[config.mk]
export PLATFORM = sky130hd
export DESIGN_NAME = arm_fetch
export DESIGN_NICKNAME = d
export VERILOG_FILES = /design/src/rtl/arm_fetch.sv
export SDC_FILE = /design/constraint.sdc
export NUM_CORES = 1
export LEC_CHECK = 0
export ABC_CLOCK_PERIOD_IN_PS = 4900
export BUFFER_PORTS_ARGS = -buffer_cell sky130_fd_sc_hd__buf_2
export CORE_MARGIN = 1
export CORE_UTILIZATION = 50
export DETAILED_ROUTE_END_ITERATION = 6
export HOLD_SLACK_MARGIN = 0.15
export MAX_ROUTING_LAYER = met4
export PLACE_DENSITY = 0.73
export SLEW_MARGIN = 20
export SYNTH_ARGS = -nofsm -noshare
export SYNTH_HDL_FRONTEND = slang
export SYNTH_SLANG_ARGS = --single-unit
export TNS_END_PERCENT = 10
[constraint.sdc]
create_clock -name clk -period 4.9 [get_ports clk]
set_clock_uncertainty 0.1 [all_clocks]
set_input_delay 0.245 -clock clk [delete_from_list [all_inputs] [get_ports clk]]
set_output_delay 0.245 -clock clk [all_outputs]
set_load 0.02 [all_outputs]
[src/rtl/arm_fetch.sv]
// Instruction fetch unit: issues credit-limited word requests to instruction
// memory, queues PC-tagged responses for decode, and flushes on branch redirect.
module arm_fetch #(
    parameter logic [31:0] RESET_PC    = 32'h0000_0000,
    parameter int unsigned QUEUE_DEPTH = 2
) (
    input  logic        clk,
    input  logic        rst_n,
    output logic        imem_req_valid,
    input  logic        imem_req_ready,
    output logic [31:0] imem_req_addr,
    input  logic        imem_resp_valid,
    input  logic [31:0] imem_resp_data,
    input  logic        redirect_valid,
    input  logic [31:0] redirect_pc,
    output logic        inst_valid,
    input  logic        inst_ready,
    output logic [31:0] inst,
    output logic [31:0] inst_pc
);
    localparam int unsigned      CNT_W     = $clog2(QUEUE_DEPTH + 1);
    localparam int unsigned      PTR_W     = (QUEUE_DEPTH > 1) ? $clog2(QUEUE_DEPTH) : 1;
    localparam logic [CNT_W-1:0] DEPTH_CNT = CNT_W'(QUEUE_DEPTH);
    localparam logic [PTR_W-1:0] LAST_PTR  = PTR_W'(QUEUE_DEPTH - 1);

    typedef struct packed {
        logic [31:0] data;
        logic [31:0] pc;
    } entry_t;

    logic             active;
    logic [31:0]      fetch_pc;
    logic [31:0]      exp_pc;
    logic [CNT_W-1:0] outstanding;
    logic [CNT_W-1:0] drop_cnt;
    logic [CNT_W-1:0] count;
    logic [PTR_W-1:0] rd_ptr;
    logic [PTR_W-1:0] wr_ptr;
    entry_t           queue [QUEUE_DEPTH];

    logic [31:0]      redirect_aligned;
    logic [CNT_W:0]   committed;
    logic             credit;
    logic             req_fire;
    logic             pop;
    logic             drop_resp;
    logic             push;

    function automatic logic [PTR_W-1:0] ptr_next(input logic [PTR_W-1:0] ptr);
        return (ptr == LAST_PTR) ? '0 : ptr + PTR_W'(1);
    endfunction

    assign redirect_aligned = redirect_pc & 32'hFFFF_FFFC;

    assign inst_valid = (count != '0);
    assign pop        = inst_valid & inst_ready;

    // outstanding covers every response memory still owes, stale ones included,
    // so the credit limit also bounds drop_cnt to the counter width.
    assign committed = {1'b0, outstanding} + {1'b0, count} - {{CNT_W{1'b0}}, pop};
    assign credit    = committed < {1'b0, DEPTH_CNT};

    assign imem_req_valid = active & credit & ~redirect_valid;
    assign imem_req_addr  = fetch_pc;
    assign req_fire       = imem_req_valid & imem_req_ready;

    assign drop_resp = imem_resp_valid & (redirect_valid | (drop_cnt != '0));
    assign push      = imem_resp_valid & ~drop_resp;

    assign inst    = queue[rd_ptr].data;
    assign inst_pc = queue[rd_ptr].pc;

    // NOTE: state registers use non-blocking assignments so each one samples pre-edge values.
    always_ff @(posedge clk or negedge rst_n) begin
        if (!rst_n) begin
            active      <= 1'b0;
            fetch_pc    <= RESET_PC;
            exp_pc      <= RESET_PC;
            outstanding <= '0;
            drop_cnt    <= '0;
        end else begin
            active      <= 1'b1;
            outstanding <= outstanding + CNT_W'(req_fire) - CNT_W'(imem_resp_valid);
            if (redirect_valid) begin
                fetch_pc <= redirect_aligned;
                exp_pc   <= redirect_aligned;
                drop_cnt <= outstanding - CNT_W'(imem_resp_valid);
            end else begin
                if (req_fire) begin
                    fetch_pc <= fetch_pc + 32'd4;
                end
                if (push) begin
                    exp_pc <= exp_pc + 32'd4;
                end
                if (drop_resp) begin
                    drop_cnt <= drop_cnt - CNT_W'(1);
                end
            end
        end
    end

    // NOTE: queue storage is reset so inst and inst_pc read zero out of reset.
    always_ff @(posedge clk or negedge rst_n) begin
        if (!rst_n) begin
            count  <= '0;
            rd_ptr <= '0;
            wr_ptr <= '0;
            for (int i = 0; i < int'(QUEUE_DEPTH); i++) begin
                queue[i] <= '0;
            end
        end else if (redirect_valid) begin
            count  <= '0;
            rd_ptr <= '0;
            wr_ptr <= '0;
        end else begin
            count <= count + CNT_W'(push) - CNT_W'(pop);
            if (push) begin
                queue[wr_ptr] <= '{data: imem_resp_data, pc: exp_pc};
                wr_ptr        <= ptr_next(wr_ptr);
            end
            if (pop) begin
                rd_ptr <= ptr_next(rd_ptr);
            end
        end
    end

    // Credits make a push into a full queue impossible.
    no_overflow: assert property (@(posedge clk) disable iff (!rst_n)
        !(push && (count == DEPTH_CNT)));

endmodule
Word-level counts from Yosys, hierarchy flattened
Cells that the tools add are included.
{"block": "word_totals", "regBits": 201, "inputBits": 70, "out_inout_bits": 98, "word_cells": 66}
{"block": "op_classes", "add_sub_neg": 12, "magnitude_cmp": 4, "n_mux": 19, "bitwise_logic": 11, "n_reduce_logical": 8}
{"op": "$mux W64", "n": 4}
{"op": "$bwmux W128", "n": 1}
{"op": "$mux W32", "n": 4}
{"op": "$add A32 B3 Y32 const B", "n": 2}
{"op": "$demux W64 S1", "n": 1}
{"op": "$reduce_bool A2 Y1", "n": 6}
{"op": "$and A1 B1 Y1", "n": 6}
{"op": "$mux W1", "n": 6}
{"op": "$mux W2", "n": 3}
{"op": "$sub A2 B1 Y2", "n": 3}
{"op": "$add A2 B1 Y2", "n": 2}
{"op": "$ge A2 B2 Y1 const B", "n": 2}
{"op": "$not A1 Y2", "n": 2}
{"op": "$add A2 B2 Y3", "n": 1}
{"op": "$lt A3 B2 Y1 const B", "n": 1}
{"op": "$sub A3 B1 Y3", "n": 1}
{"op": "$add A1 B1 Y1 const B", "n": 2}
{"op": "$lt A2 B1 Y1 const B", "n": 1}
{"op": "$not A1 Y1", "n": 2}
{"op": "$reduce_and A2 Y1", "n": 1}
{"op": "$sub A2 B1 Y2 const B", "n": 1}
{"op": "$logic_and A1 B1 Y1", "n": 1}
{"op": "$or A1 B1 Y1", "n": 1}

Depth between registers and ports, before layout
{"block": "depth", "ltp_word": 9, "depth_mapped": 15, "ltp_nobuf": 14}

Worst setup path before layout
No wires, ideal clock.
{"block": "synth_path", "path_type": "register to register", "startpoint": "register count[1]", "endpoint": "register outstanding[1]", "setup_time_ns": 0.123, "t_arrival_ns": 3.343, "required_ns": 4.677, "path_slack_ns": 1.334, "stages_incl_launch_ff": 16, "path_buffers": 1, "period_less_slack_ns": 3.566, "path_cell_list": "dfrtp_1 -> inv_1 -> nand2_1 -> and2_1 -> ha_1 -> nand2b_1 -> fa_1 -> nand4b_1 -> nor2_1 -> clkinv_1 -> buf_2 -> ha_1 -> inv_1 -> ha_1 -> xnor2_1 -> xnor2_1"}
{"block": "synth_via", "elab_chain_len": 9, "elab_cells_between_ends": 10, "classes_between": "4 x add/sub; 1 x order compare; 4 x bitwise; 1 x reduce/logical"}
{"element": "start, declared", "line": "36", "text": "logic [CNT_W-1:0] count;"}
{"element": "start signal, assigned", "line": "116", "text": "count <= count + CNT_W'(push) - CNT_W'(pop);"}
{"element": "$reduce_bool A2 Y1", "line": "55", "text": "assign inst_valid = (count != '0);"}
{"element": "net inst_valid", "line": "16", "text": "output logic inst_valid,"}
{"element": "$and A1 B1 Y1", "line": "56", "text": "assign pop = inst_valid & inst_ready;"}
{"element": "$sub A3 B1 Y3", "line": "60", "text": "assign committed = {1'b0, outstanding} + {1'b0, count} - {{CNT_W{1'b0}}, pop};"}
{"element": "$lt A3 B2 Y1", "line": "61", "text": "assign credit = committed < {1'b0, DEPTH_CNT};"}
{"element": "$and A1 B1 Y1 (2 in series)", "line": "63", "text": "assign imem_req_valid = active & credit & ~redirect_valid;"}
{"element": "$and A1 B1 Y1", "line": "65", "text": "assign req_fire = imem_req_valid & imem_req_ready;"}
{"element": "$add A2 B1 Y2", "line": "83", "text": "outstanding <= outstanding + CNT_W'(req_fire) - CNT_W'(imem_resp_valid);"}
{"element": "$sub A2 B1 Y2", "line": "83"}
{"element": "end signal, assigned", "line": "83"}
{"element": "end, declared", "line": "34", "text": "logic [CNT_W-1:0] outstanding;"}
The timed path passes the listed nets, and every way through them passes these cells.
A chain may end at the register's enable or synchronous reset.

Worst setup path in the final report
{"block": "layout_path", "startpoint": "register count[1]", "endpoint": "register fetch_pc[31] (netlist: imem_req_addr[31])"}
{"block": "layout_via", "elab_chain_len": 8, "elab_cells_between_ends": 9, "classes_between": "2 x add/sub; 1 x order compare; 4 x bitwise; 2 x reduce/logical"}
{"element": "parallel branches: the longest is 2 deep, another holds $add A2 B2 Y3"}
{"element": "$sub A3 B1 Y3 *", "line": "60"}
{"element": "$lt A3 B2 Y1 *", "line": "61"}
{"element": "$and A1 B1 Y1 * (2 in series)", "line": "63"}
{"element": "$and A1 B1 Y1 *", "line": "65"}
{"element": "$reduce_bool A2 Y1 (no source line) *"}
{"element": "end signal, assigned", "line": "85", "text": "fetch_pc <= redirect_aligned;"}
{"element": "end signal, assigned", "line": "90", "text": "fetch_pc <= fetch_pc + 32'd4;"}
{"element": "end, declared", "line": "32", "text": "logic [31:0] fetch_pc;"}
Mark *: on every way between the ends.

==> flow_summary.toml <==
[pwr]
switchingPower_mw = 2.148
power.density_nw_per_um2 = 533.4
power_frac_seq_pct = 40.5
power.leakage_nw = 5.192
combPwrFrac_pct = 37.5
power.share.switching_pct = 35.39
p_clk_share_pct = 22.0
p_int_mw = 3.922
ir_drop_mv = 0.3100

[sta]
drv_slew = 0
finalSetupViolCount = 0
slew_headroom_pct = 31.70
period_minus_slack_ps = 3533
max_slew.worst_pin.slew_ps = 1021
rsz0062_at_grt = "no"
fmax_mhz = 283.0
fin_crit_sh_pct = 72.10
final_hold_viol_count = 0
setup_tns_ps = 0

[clock_tree]
cts_buffers = 17
clock_sinks = 193
htreeDepth = 4
insertion_delay_ps = 430
cts_tree = "built"
cts.clk_slew.worst_paths_ps = 70
cts_buffer_depth = 2
ctsResizeCount = 0
cts-root-buf = "clkbuf_16"
ctsHoldBuffers = 63
cts_setup_buffers = 0

[synth]
ys_warn_count = 0
synth_common_cells = "dfrtp_1 (193), mux2_2 (185), nand2_1 (58)"
syn_inst = 768
seq_area_frac_synth_pct = 52.62
ys_dominant_reg_cell = "dfrtp_1"
synth_cell_type_count = 45
yosys-top-cells-area = "dfrtp_1 (53%), mux2_2 (23%), nand2_1 (2.4%)"
netlist.top_cell.by_area = "dfrtp_1"
synth_top_area_share_pct = 52.62
async_reset_ff_share_pct = 100.0
synth-edff-count = 0
syn_avg_cell_area_um2 = 11.95
synth_area_um2 = 9179
ys_ff_latch = 193
yosysMostFrequentCell = "dfrtp_1"

[worst_setup_path]
cp_slowest_stage_delay_ps = 520
reg2reg_depth = 12
worstSetupPathType = "reg -> reg"
crit_slowest_cell = "fa_1"
r2r-start = "count[1]"
startpoint_type = "flip-flop"
cp_cell_sequence = "inv_1 -> nand2_1 -> and2_1 -> ha_1 -> nand2b_1 -> fa_1 -> nand4b_1 -> nor2_1 -> clkinv_1 -> buf_4 -> or4_1 -> nand3_1"
cp.arrival_ps = 3800
cp-startpoint = "count[1]"
critPathCaptureType = "flip-flop"
cp.required_ps = 5160
critPathMaxFanout = 27

[drt]
vias = 6816
first_pass_iters = 5
drtAntennaViolNets = 0
routed_wl_mm = 21.19
viasPerCell = 5.578
wl_per_cell_um = 17.34
drc = 0
drt_iter0_drc = 378

[die]
dieArea_um2 = 18900
num_io_pins = 168
start_util_pct = 51.10
die_width_um = 137.5
core-area_um2 = 17960
fp.dieH_um = 137.5
std_cell_rows = 49

[global_routing]
grt_pass1_vias = 6615
antenna_found_initial = 0
grt_max_degree = 115
grt_use_total_pct = 23.80
grt_pass1_wl_mm = 33.47
overflow = 0

[status]
status = "finished clean"

[finish]
postLayoutCellArea_um2 = 11380
syn_to_final_growth_pct = 23.99
nets = 1061
drive_gt1_share_pct = 39.27
diodes = 0

[place]
gp_congestion = 0.8549
placed_area_um2 = 10180
post-dp-hpwl_mm = 13.57
numPortBuffers = 161

[hold_path]
hold_depth = 4
hp-class = "in -> reg"
min_from = "inst_ready"

[job]
drv_cap = 0
-- power groups by stage --
stage / Combinational [mW] / Sequential [mW] / Clock [mW]
final: 2.27 / 2.46 / 1.34
after floorplan: 1.63 / 2.39 / 0
after global placement: 2.20 / 2.46 / 0
after detailed placement: 2.24 / 2.48 / 0
after global routing: 2.48 / 2.53 / 1.43
after CTS: 2.29 / 2.45 / 1.37
-- critical path: cells and delay by family, from the launching register on --
family	cells	cell delay, ps
and+or+nand+nor	7	1680
adders and majority gates	2	790
buffers and inverters	3	520
DFF	1	390
-- cells by family after synthesis --
| logic type | after synthesis | synth area share [%] |
|---|---|---|
| flip-flops | 193 | 52.62 |
| AO/OA/AOI/OAI | 93 | 6.380 |
| XOR/XNOR | 37 | 3.531 |
| AND/OR/NAND/NOR | 186 | 10.26 |
| multiplexers | 186 | 22.81 |
| other | 2 | 0.08182 |
| buffers and inverters | 60 | 2.740 |
| adder cells (fa/ha/maj) | 11 | 1.581 |
-- metrics by stage --
| stage | worst slack (ps) | utilization (%) | cells | hold WS [ps] | total power [mW] |
|---|---|---|---|---|---|
| finish | 1367 | 63.36 | 1222 | 163.0 | 6.070 |
| global route | 1007 | 63.36 | 1222 | 189.6 | 6.436 |
| CTS | 1377 | 63.36 | 1222 | 157.1 | 6.116 |
| detailed placement | 1392 | 56.70 | 1127 | 345.4 | 4.723 |
| global placement | 1458 | 56.70 | 1127 | 333.8 | 4.657 |
| floorplan | 1334 | - | 771 | -150.6 | 4.017 |
-- metal layers --
layer	wire length [um]	vias up	global-route usage [%]
met1	9939	3376	32.09
met5	0	-	-
met4	288	0	6.899
met3	1129	26	4.157
met2	9837	216	36.88
li1	-	3198	-
-- cell type report --
class | instances | area (um^2)
clock inverter | 11 | 105.1
tap | 229 | 286.5
sequential | 193 | 4831
timing repair buffer | 231 | 1498
inverter | 19 | 71.32
clock buffer | 21 | 460.4
fill | 1422 | 6583
multi-input combinational | 518 | 4129
-- placed cells by master, fill, tap and decap left out, types with 6 or more instances in the layout --
| cell type | synthesis | routed |
|---|---|---|
| nand4_1 | 24 | 24 |
| o21ai_0 | 43 | 43 |
| dlygate4sd3_1 | 0 | 63 |
| a21oi_1 | 7 | 7 |
| a31oi_1 | 6 | 6 |
| o211ai_1 | 18 | 18 |
| nand3_1 | 37 | 36 |
| nor2_1 | 26 | 25 |
| o311ai_0 | 11 | 11 |
| and3_1 | 8 | 8 |
| xnor2_1 | 15 | 15 |
| mux2_2 | 185 | 185 |
| ha_1 | 10 | 10 |
| buf_2 | 9 | 160 |
| nor3_1 | 7 | 7 |
| nand2_1 | 58 | 58 |
| clkbuf_16 | 0 | 17 |
| xor2_1 | 22 | 22 |
| dfrtp_1 | 193 | 192 |
| buf_4 | 4 | 7 |
| inv_1 | 18 | 18 |
-- sequential cells by signal (all words and copies together) (netlist names) --
signal / flops
drop_cnt: 2
wr_ptr: 1
outstanding: 2
exp_pc: 30
active: 1
rd_ptr: 1
imem_req_addr: 30
count: 2
queue: 124
-- worst paths after layout --
| check | slack (ps) | end |
|---|---|---|
| worst max register to register | 1370 | imem_req_addr[31] |
| worst min-delay path | 160 | rd_ptr |
| worst min register to register | 390 | queue[22] |
| worst max-delay path | 1370 | imem_req_addr[31] |
| min in group asynchronous | 400 | queue[62] |
| max in group asynchronous | 3190 | queue[8] |
No activity file was read; power rests on OpenSTA's default activity.
